===== src/rtl/dec_countdown_unit_pkg.sv =====
// ----------------------------------------------------------------------------
// dec_pkg
// Shared definitions for the dec_countdown_unit slice.
//   state_e     : controller states (IDLE / RUN / HOLD)
//   MODE_SINGLE : single decrement request
//   MODE_COUNT  : iterative countdown request
// ----------------------------------------------------------------------------
package dec_pkg;

   typedef enum logic [1:0] {
      IDLE = 2'd0,
      RUN  = 2'd1,
      HOLD = 2'd2
   } state_e;

   localparam logic MODE_SINGLE = 1'b0;
   localparam logic MODE_COUNT  = 1'b1;

endpackage : dec_pkg


===== src/rtl/dec_countdown_unit_operand_mux.sv =====
// ----------------------------------------------------------------------------
// dec_operand_mux
// WIDTH-bit 2:1 operand selector.
// Ports:
//   a_i   : operand A
//   b_i   : operand B
//   sel_i : 0 selects a_i, 1 selects b_i
//   y_o   : selected operand
// ----------------------------------------------------------------------------
module dec_operand_mux #(
   parameter int WIDTH = 4
) (
   input  logic [WIDTH-1:0] a_i,
   input  logic [WIDTH-1:0] b_i,
   input  logic             sel_i,
   output logic [WIDTH-1:0] y_o
);

   assign y_o = sel_i ? b_i : a_i;

endmodule : dec_operand_mux


===== src/rtl/dec_countdown_unit.sv =====
// ----------------------------------------------------------------------------
// dec_countdown_unit
// Registered A/B decrementer with a single-step mode and an iterative
// countdown mode, wrapped in valid/ready handshakes.
//
// Build option:
//   DEC_SATURATE_EN : when defined, a negative true result clamps to 0
//                     (neg_flag still set). Otherwise results wrap mod 2^WIDTH.
//
// Ports:
//   clk       : clock, rising edge
//   rst_n     : asynchronous active-low reset
//   clr       : synchronous abort back to IDLE (result/flags retained)
//   in_valid  : request valid
//   in_ready  : request can be accepted (IDLE only)
//   a, b      : operands
//   sel       : 0 = a, 1 = b
//   mode      : 0 = SINGLE, 1 = COUNT
//   step      : COUNT decrement amount (0 behaves as 1)
//   out_valid : result valid (HOLD)
//   out_ready : consumer accepts result
//   result    : final value
//   neg_flag  : true result was below zero
//   zero_flag : result == 0
//   busy      : state != IDLE
// ----------------------------------------------------------------------------
module dec_countdown_unit #(
   parameter int WIDTH  = 4,
   parameter int STEP_W = 2
) (
   input  logic              clk,
   input  logic              rst_n,
   input  logic              clr,
   input  logic              in_valid,
   output logic              in_ready,
   input  logic [WIDTH-1:0]  a,
   input  logic [WIDTH-1:0]  b,
   input  logic              sel,
   input  logic              mode,
   input  logic [STEP_W-1:0] step,
   output logic              out_valid,
   input  logic              out_ready,
   output logic [WIDTH-1:0]  result,
   output logic              neg_flag,
   output logic              zero_flag,
   output logic              busy
);

   import dec_pkg::*;

   localparam logic [WIDTH-1:0] ONE = WIDTH'(1);

   // Subtract with borrow detection; the borrow bit is returned as MSB.
   function automatic logic [WIDTH:0] dec_sub(input logic [WIDTH-1:0] m,
                                              input logic [WIDTH-1:0] s);
      logic [WIDTH-1:0] diff;
      logic             borrow;
      diff   = m - s;
      borrow = (m < s);
`ifdef DEC_SATURATE_EN
      if (borrow) diff = '0;
`endif
      return {borrow, diff};
   endfunction

   // Zero-extend the step and map 0 onto 1 so the countdown always advances.
   function automatic logic [WIDTH-1:0] norm_step(input logic [STEP_W-1:0] s);
      logic [WIDTH-1:0] ext;
      ext = WIDTH'(s);
      if (ext == '0) ext = ONE;
      return ext;
   endfunction

   state_e           state_q, state_d;
   logic [WIDTH-1:0] cnt_q, cnt_d;
   logic [WIDTH-1:0] stp_q, stp_d;
   logic [WIDTH-1:0] result_q, result_d;
   logic             neg_q, neg_d;
   logic             zero_q, zero_d;
   logic [WIDTH-1:0] op;

   dec_operand_mux #(
      .WIDTH (WIDTH)
   ) u_operand_mux (
      .a_i   (a),
      .b_i   (b),
      .sel_i (sel),
      .y_o   (op)
   );

   always_comb begin
      state_d  = state_q;
      cnt_d    = cnt_q;
      stp_d    = stp_q;
      result_d = result_q;
      neg_d    = neg_q;

      if (clr) begin
         // Abort wins over everything; a same-cycle request is dropped.
         state_d = IDLE;
      end else begin
         unique case (state_q)
            IDLE: begin
               if (in_valid) begin
                  stp_d = norm_step(step);
                  if (mode == MODE_SINGLE) begin
                     {neg_d, result_d} = dec_sub(op, ONE);
                     state_d           = HOLD;
                  end else if (op == '0) begin
                     result_d = '0;
                     neg_d    = 1'b0;
                     state_d  = HOLD;
                  end else begin
                     cnt_d   = op;
                     state_d = RUN;
                  end
               end
            end
            RUN: begin
               // Last iteration lands on or crosses zero and produces the result.
               if (cnt_q > stp_q) begin
                  cnt_d = cnt_q - stp_q;
               end else begin
                  {neg_d, result_d} = dec_sub(cnt_q, stp_q);
                  state_d           = HOLD;
               end
            end
            HOLD: begin
               if (out_ready) state_d = IDLE;
            end
            default: state_d = IDLE;
         endcase
      end

      zero_d = (result_d == '0);
   end

   always_ff @(posedge clk or negedge rst_n) begin
      if (!rst_n) begin
         state_q  <= IDLE;
         cnt_q    <= '0;
         stp_q    <= ONE;
         result_q <= '0;
         neg_q    <= 1'b0;
         zero_q   <= 1'b0;
      end else begin
         state_q  <= state_d;
         cnt_q    <= cnt_d;
         stp_q    <= stp_d;
         result_q <= result_d;
         neg_q    <= neg_d;
         zero_q   <= zero_d;
      end
   end

   assign in_ready  = (state_q == IDLE);
   assign out_valid = (state_q == HOLD);
   assign busy      = (state_q != IDLE);
   assign result    = result_q;
   assign neg_flag  = neg_q;
   assign zero_flag = zero_q;

endmodule : dec_countdown_unit


===== config.mk =====
export PLATFORM = sky130hd
export DESIGN_NAME = dec_countdown_unit
export DESIGN_NICKNAME = d
export VERILOG_FILES = /design/src/rtl/dec_countdown_unit_pkg.sv /design/src/rtl/dec_countdown_unit_operand_mux.sv /design/src/rtl/dec_countdown_unit.sv
export SDC_FILE = /design/constraint.sdc
export NUM_CORES = 1
export LEC_CHECK = 0
export CORE_MARGIN = 2
export CORE_UTILIZATION = 30
export DETAILED_ROUTE_END_ITERATION = 8
export GPL_ROUTABILITY_DRIVEN = 0
export REMOVE_ABC_BUFFERS = 1
export SLEW_MARGIN = 20
export SYNTH_ARGS = -nofsm -noshare
export SYNTH_HDL_FRONTEND = slang
export SYNTH_SLANG_ARGS = --single-unit
export TNS_END_PERCENT = 10

===== constraint.sdc =====
create_clock -name clk -period 3.3 [get_ports clk]
set_input_delay 0.66 -clock clk [delete_from_list [all_inputs] [get_ports clk]]
set_output_delay 0.66 -clock clk [all_outputs]
set_load 0.05 [all_outputs]

==> impl_results.md, run 1 <==
* Post-synthesis sequential area ratio at 34.1%
* Synth warn at 0
* Clock latency on the worst-skew pair at 0.27 ns
* Lkg Pwr at 0.563 nW
* DRC violation total after the first TritonRoute iteration at 26
* Vias/cell at 5.04
* Max Transition Viols Final at 0
* PD cells at 684 mW/mm^2
* CP Data Arrival Time at 3.19 ns
* Final-report hold violation count at 0
* Peak VDD IR at 390 uV
* Synth unique cells at 46
* Rel. slew slack at 50.3%
* Post-route ant nets at 0
* I/O pins at 26
* Setup CP Type: input port to flop
* Critical-path cell list: clkdlybuf4s50_1 -> mux2_2 -> inv_1 -> ha_1 -> or4bb_1 -> and3_4 -> a32o_1 -> mux2_4
* Critical Path Max Stage Delay at 0.57 ns
* R2R depth at 8
* Max-cap viol count at 0
* Sequential power share at 31.7%
* Status: finished, final reports clean
* Crit end category: flop
* Placement row count at 21
* Critical path buffers and inverters at 2
* Postcts setup bufs at 0
* 1st-pass router iterations at 4
* All-layer global routing usage at 14.2%
* Startpoint types: input port
* Full die area at 0.00392 sq mm
* Root buf cell: clkbuf_4
* Critical Path Stages at 8
* Max FO, Critical Path at 8
* Drt total wl at 2520 um
* Global routing met2 resource utilization at 24.3%
* Fin util at 41.5%
* CTS tree: yes
* Clock Tree Buf Depth at 2
* GRT busiest layer: met2
* Hold Crit Class: flop to flop
* Worst-Margin Slew at 0.744 ns
* Cell area after layout at 0.00137 sq mm
* Setup tns final at 0 ns
* Post-Synthesis Cells at 111
* Post-synth EDFFs at 0
* Net Switching at 0.435 mW
* Most common cell after layout, fill and taps aside: clkdlybuf4s50_1
* Worst flop-to-flop path endpoint: zero_flag
* FFs w/ async S/R, synth at 100%
* Via count at 942
* First-pass GRT wire length at 4480 um
* CP startpoint: sel
* Slowest CP cell: or4bb_1
* Layout Skew at 0.000431 ns
* Initial antenna violation count at 0
* Placement Setup Slack at 0.00834 ns
* Clock Sinks at 14
* Min cycle time layout at 3.02 ns
* Core box area at 0.00331 sq mm
* Met1 Use GR at 17.9%
* Flop-to-flop setup slack at 0.72 ns
* Gr ovfl total at 0
* Clk pin slew, worst setup/hold paths at 0.08 ns
* Chip width at 62.6 um
* DP Wirelength at 2070 um
* Num CTS Buffers at 3
* NumNets Final at 163
* Number of diodes at 0
* Part of the cycle the worst path needs at 91.6%
* Placed Area at 0.00135 sq mm
* Vias in the first global route at 983
* Critical Path End: cnt_q[1]
* Ys flop type: dfrtp_1
* DRC viols at 0
* Non-filler cells in the finished layout at 187
* Fmax at 331 MHz
* Largest net degree at the start of global routing at 15
* Critical R2R Launch: stp_q[0]
* Number of H-tree levels at 1
* # port buffers at 25
* Clk network pwr share at 10.6%
* P&R area growth vs syn at 33.1%
* Starting density of the core at 31.1%
* Met3 Track Usage GR at 3.96%
* Finish-stage setup viols at 0
* Inst Count DP at 183
* Sw Ratio at 46.4%
* Cts repair resizes at 0
* Commonest non-fill, non-tap cells in the layout: 25 x clkdlybuf4s50_1, 13 x dfrtp_1, 12 x nand2_1
* Post-CTS Hold Fix Bufs at 0
* #FFs+latches synth at 14
* Crit path max-delay family: simple AND/OR/NAND/NOR gates
* Mapped cell area at 0.00103 sq mm
* Share of cells above drive strength 1 at 14.9%
* Internal power at 0.504 mW
* Required time of the critical path at 3.47 ns
* Mean Syn Cell Area at 9.29 sq um
* RSZ-0062 raised after global routing: no
* Die H at 62.6 um
* Comb power frac at 57.7%
* Setup slack after layout at 0.276 ns
* Drt wl/cell at 13.5 um
## flip-flops by register name, indices dropped and copies added, names as in the netlist
register,flops
result,4
stp_q,2
cnt_q,4
state_q,2
zero_flag,1
neg_flag,1
## worst min path at each step
stage,startpoint,to,slack [ns],depth (start not counted)
after floorplan,rst_n,cnt_q[0],0.36,0
after global placement,stp_q[0],stp_q[0],0.50,2
after detailed placement,neg_flag,neg_flag,0.50,1
after CTS,neg_flag,neg_flag,0.52,1
after global routing,neg_flag,neg_flag,0.53,1
final,neg_flag,neg_flag,0.51,1
## final cells by class
type | instances | area (sq um)
fill | 351 | 1940
multi-input combinational | 84 | 616
sequential | 14 | 352
timing repair buffer | 30 | 288
tap | 46 | 57.6
inverter | 9 | 33.8
clock buffer | 4 | 26.3
## cells by family (layout without fill, tap and decap cells)
group                    after synthesis  count (layout)  synth area share [%]
AND/OR/NAND/NOR                       42              42                  24.3
AO/OA/AOI/OAI                         32              32                  23.5
adder cells (fa/ha/maj)                4               4                  5.58
flip-flops                            14              14                  34.1
XOR/XNOR                               1               1                 0.850
buffers and inverters                 13              43                  6.19
multiplexers                           5               5                  5.46
## Yosys cell counts (2+ instances only)
cell type | number | area (sq um)
a211o_1 | 2 | 17.5
a21oi_1 | 2 | 10.0
a31oi_1 | 2 | 12.5
and2_1 | 2 | 12.5
buf_6 | 2 | 22.5
clkbuf_1 | 2 | 7.51
dfrtp_1 | 13 | 325
ha_1 | 3 | 37.5
inv_1 | 9 | 33.8
mux2i_1 | 3 | 30.0
nand2_1 | 12 | 45.0
nand3_1 | 2 | 10.0
nor2_1 | 6 | 22.5
nor2b_1 | 4 | 25.0
nor3b_1 | 2 | 15.0
o211ai_1 | 3 | 22.5
o21a_1 | 2 | 15.0
o21ai_0 | 10 | 50.1
or2_2 | 2 | 12.5
or4b_2 | 2 | 20.0
## per-layer routing
metal	wire (um)	part of all wire, %	vias to the layer above
li1	-	-	468
met2	1270	50	23
met3	125	5.0	2
met5	0	0	-
met4	10	0.40	0
met1	1120	44	449
## power by group through the flow
stage / registers [mW] / clock network (mW) / logic, mW
final: 0.298 / 0.0998 / 0.541
after CTS: 0.300 / 0.105 / 0.547
after floorplan: 0.408 / 0 / 0.251
after detailed placement: 0.303 / 0 / 0.544
after global routing: 0.308 / 0.115 / 0.586
after global placement: 0.301 / 0 / 0.543
## worst register-to-register path, cell delays in order (launching register included)
cell	delay, ns
dfstp_2	0.54
ha_1	0.13
inv_1	0.06
fa_1	0.40
or4b_2	0.65
or2_2	0.32
a2bb2oi_1	0.16
o211ai_1	0.15
nor3_2	0.06
## per-stage QoR
stage | hold slack, ns | power [mW]
floorplan | 0.364 | 0.659
global placement | 0.495 | 0.844
detailed placement | 0.501 | 0.847
CTS | 0.520 | 0.951
global route | 0.528 | 1.01
finish | 0.509 | 0.939
Note: power is estimated with default switching activity, not from simulation.
==> inputs of run 2 (changes only) <==
Settings changed: CORE_UTILIZATION 30 to 47, PLACE_DENSITY_LB_ADDON from default to 0.12, SETUP_SLACK_MARGIN from default to 0.3.
==> impl_results.md, run 2 (synthesized netlist as in run 1, its figures left out) <==
* Status: finished, final reports clean
* Finish-stage setup viols at 0
* Clk pin slew, worst setup/hold paths at 0.10 ns
* Gr ovfl total at 0
* Drt total wl at 2590 um
* CTS tree: yes
* Commonest non-fill, non-tap cells in the layout: 25 x clkdlybuf4s50_1, 13 x dfrtp_1, 12 x nand2_1
* All-layer global routing usage at 21.9%
* Post-route ant nets at 0
* Vias/cell at 5.71
* Setup CP Type: input port to flop
* Largest net degree at the start of global routing at 15
* Clock Tree Buf Depth at 2
* # fillers at 169
* PD cells at 709 mW/mm^2
* Fmax at 335 MHz
* Initial antenna violation count at 0
* Hold Path Origin: neg_flag
* Post-CTS Hold Fix Bufs at 0
* Most common cell after layout, fill and taps aside: clkdlybuf4s50_1
* Hold path endpoint: neg_flag
* Crit end category: flop
* NumNets Final at 164
* Placement Setup Slack at 0.0131 ns
* R2R depth at 8
* Fin util at 67.8%
* Final-report hold violation count at 0
* Share of cells above drive strength 1 at 16.9%
* Drt wl/cell at 15.3 um
* # port buffers at 25
* Cell area after layout at 0.00137 sq mm
* Part of the cycle the worst path needs at 90.6%
* Inst Count DP at 164
* Min cycle time layout at 2.99 ns
* Vias in the first global route at 953
* Critical R2R Launch: stp_q[0]
* Root buf cell: clkbuf_4
* Lkg Pwr at 0.575 nW
* DRC viols at 0
* Die H at 50.8 um
* Worst flop-to-flop path endpoint: zero_flag
* Via count at 965
* Crit path max-delay family: simple AND/OR/NAND/NOR gates
* Core box area at 0.00202 sq mm
* DRC violation total after the first TritonRoute iteration at 21
* Flop-to-flop setup slack at 0.75 ns
* Full die area at 0.00258 sq mm
* Starting density of the core at 51.0%
* Clock Sinks at 14
* Setup slack after layout at 0.311 ns
* Rel. slew slack at 55.0%
* Critical Path Max Stage Delay at 0.56 ns
* Worst-Margin Slew at 0.672 ns
* First-pass GRT wire length at 4310 um
* Critical-path cell list: clkdlybuf4s50_1 -> mux2_2 -> inv_1 -> ha_1 -> or4bb_4 -> and3_4 -> a32o_1 -> mux2_4
* Critical path buffers and inverters at 2
* Layout Skew at 0.0105 ns
* CP Data Arrival Time at 3.18 ns
* P&R area growth vs syn at 32.9%
* Startpoint types: input port
* Peak VDD IR at 509 uV
* Placement row count at 16
* Hold Path Stages at 1
* Number of diodes at 0
* 1st-pass router iterations at 4
* Hold Crit Class: flop to flop
* Max Transition Viols Final at 0
* DP Wirelength at 1950 um
* Placed Area at 0.00132 sq mm
* Required time of the critical path at 3.49 ns
* Setup tns final at 0 ns
* Clock latency on the worst-skew pair at 0.29 ns
* I/O pins at 26
* Chip width at 50.8 um
* Non-filler cells in the finished layout at 169
* Slowest CP cell: or4bb_4
* RSZ-0062 raised after global routing: yes
* Max FO, Critical Path at 8
* Number of H-tree levels at 1
* Num CTS Buffers at 3
* Max-cap viol count at 0
-- run 2: worst max-delay path by stage --
| stage | cells past startpoint | to | slack (ns) | start |
|---|---|---|---|---|
| after detailed placement | 8 | cnt_q[1] | 0.01 | sel |
| after floorplan | 7 | cnt_q[1] | 0.65 | sel |
| after global placement | 8 | cnt_q[1] | 0.06 | sel |
| after CTS | 8 | cnt_q[1] | 0.31 | sel |
| after global routing | 8 | cnt_q[1] | 0.26 | sel |
| final | 8 | cnt_q[1] | 0.31 | sel |
-- run 2: routing by layer --
layer	wire length, um	track usage, %	vias up	share of wire [%]
met5	0	0	-	0
met4	31	5.86	0	1.2
met3	166	5.56	5	6.4
met2	1280	34.0	34	49
met1	1120	30.6	457	43
li1	-	-	469	-
-- run 2: metrics by stage --
step                power [mW]  hold slack (ns)
floorplan                0.659            0.364
global placement         0.836            0.487
detailed placement       0.840            0.493
CTS                      0.971            0.514
global route              1.03            0.537
finish                   0.971            0.507
-- run 2: cell type report --
type                    count  area (sq um)  share of cell area [%]
well taps                  27          33.8                    2.47
clock buffers               4          36.3                    2.65
multi-input cells          84           619                    45.2
inverters                   9          33.8                    2.47
flip-flops and latches     14           352                    25.7
repair buffers             31           295                    21.6
-- run 2: timing repair --
| item | in CTS | in global routing |
|---|---|---|
| gates resized for setup | 0 | 2 |
| setup endpoints to repair | 0 | 3 |
| hold endpoints to repair | 0 | 0 |
| buffers inserted | 0 | 1 |
-- run 2: where the power goes --
group / leakage (nW) / switching (mW) / total (mW) / internal (mW)
clock network: 0.0210 / 0.0613 / 0.129 / 0.0673
logic: 0.383 / 0.327 / 0.545 / 0.218
registers: 0.171 / 0.0593 / 0.298 / 0.239
total: 0.575 / 0.447 / 0.971 / 0.524
==> inputs of run 3 (changes only) <==
Settings changed: CORE_UTILIZATION 47 to 40.
==> impl_results.md, run 3 (synthesized netlist as in run 1, its figures left out) <==
* Full die area at 0.00300 sq mm
* Crit path max-delay family: buffers and inverters
* Clk pin slew, worst setup/hold paths at 0.10 ns
* Critical Path Max Stage Delay at 0.88 ns
* All-layer global routing usage at 20.1%
* Postcts setup bufs at 0
* PD cells at 706 mW/mm^2
* Vias in the first global route at 909
* Worst-Margin Slew at 0.805 ns
* Uppermost layer routed: met4
* Share of cells above drive strength 1 at 18.4%
* Gr ovfl total at 0
* Setup CP Type: flop to output pin
* Max Transition Viols Final at 0
* 1st-pass router iterations at 4
* NumNets Final at 163
* # fillers at 223
* Placed Area at 0.00133 sq mm
* Num CTS Buffers at 3
* DRC violation total after the first TritonRoute iteration at 17
* Max-cap viol count at 0
* RSZ-0062 raised after global routing: no
* Slowest CP cell: clkdlybuf4s50_1
* Most common cell after layout, fill and taps aside: clkdlybuf4s50_1
* Area occupied by multi-input gates at 631 sq um
* WL met1 at 1150 um
* DP Wirelength at 2040 um
* Rel. slew slack at 46.2%
* Post-CTS Hold Fix Bufs at 0
* Die H at 54.8 um
* Sequential Area at 352 sq um
* Non-filler cells in the finished layout at 171
* Setup tns final at 0 ns
* Drt wl/cell at 15.1 um
* Vias/cell at 5.53
* Required time of the critical path at 2.64 ns
* First-pass GRT wire length at 4220 um
* Startpoint types: flop
* Final-report hold violation count at 0
* Max FO, Critical Path at 11
* Layout Skew at 0.00715 ns
* Number of diodes at 0
* Starting density of the core at 42.0%
* Peak VDD IR at 466 uV
* CTS tree: yes
* I/O pins at 26
* Hold Crit Class: flop to flop
* Cell area after layout at 0.00138 sq mm
* P&R area growth vs syn at 33.9%
* Drt total wl at 2570 um
* Lkg Pwr at 0.584 nW
* Finish-stage setup viols at 0
* Commonest non-fill, non-tap cells in the layout: 24 x clkdlybuf4s50_1, 13 x dfrtp_1, 12 x nand2_1
* Clock Tree Buf Depth at 2
* CP Data Arrival Time at 2.11 ns
* Number of H-tree levels at 1
* Fin util at 56.2%
* Largest net degree at the start of global routing at 15
* Chip width at 54.8 um
* Via count at 945
* DRC viols at 0
* WL met2 at 1260 um
* Critical-path cell list: nor2_1 -> clkdlybuf4s50_1
* Status: finished, final reports clean
* Root buf cell: clkbuf_4
* WL met3 at 125 um
* Critical path buffers and inverters at 1
* Fmax at 361 MHz
* Part of the cycle the worst path needs at 83.9%
* Clock Sinks at 14
* Core box area at 0.00245 sq mm
* Worst hold slack at 0.494 ns
* Clock latency on the worst-skew pair at 0.29 ns
* Initial antenna violation count at 0
* Post-route ant nets at 0
* Inst Count DP at 167
* Placement row count at 18
* # port buffers at 25
* Min cycle time layout at 2.77 ns
* Crit end category: output pin
## run 3: path summary, 6_finish.rpt
| kind | from | end | slack (ns) | cells after the start |
|---|---|---|---|---|
| max | state_q[0] | in_ready | 0.53 | 2 |
| min in group asynchronous | rst_n | cnt_q[2] | 0.74 | 1 |
| min | neg_flag | neg_flag | 0.49 | 1 |
| min reg2reg | neg_flag | neg_flag | 0.49 | 1 |
| max reg2reg | stp_q[0] | zero_flag | 0.73 | 8 |
| max in group asynchronous | rst_n | result[3] | 2.15 | 1 |
## run 3: worst register-to-register path: stages (launching register included)
cell and delay (ns):
dfstp_2 0.55, ha_1 0.14, inv_1 0.06, fa_1 0.40, or4b_2 0.66, or2_2 0.33, a2bb2oi_1 0.16, o211ai_1 0.11
nor3_2 0.06
## run 3: per-stage QoR
step	power (mW)	setup WS, ns
2_1_floorplan	0.659	0.648
3_3_place_gp	0.837	0.0678
3_5_place_dp	0.849	-0.00935
4_1_cts	0.982	0.302
5_1_grt	1.04	0.439
6_report	0.974	0.532
## run 3: layout make-up
| type | instances | area share, % |
|---|---|---|
| repair buffers | 30 | 21.0 |
| multi-input cells | 84 | 45.7 |
| well taps | 30 | 2.72 |
| flip-flops and latches | 14 | 25.5 |
| clock buffers | 4 | 2.63 |
| inverters | 9 | 2.45 |
## run 3: power by group
group | total, mW | internal (mW) | switching (mW)
clock network | 0.131 | 0.0673 | 0.0636
logic | 0.545 | 0.219 | 0.326
registers | 0.298 | 0.239 | 0.0593
total | 0.974 | 0.525 | 0.449
## run 3: what timing repair did
item	4_1_cts	5_1_grt
pin swaps	0	1
endpoints found under the hold margin	0	0
resized for setup	1	5
endpoints found under the setup margin	1	4
## run 3: routing by layer
layer / vias up / global-route usage [%]
li1: 472 / -
met1: 443 / 26.6
met2: 25 / 32.9
met3: 5 / 3.55
met4: 0 / 6.25
met5: - / 0
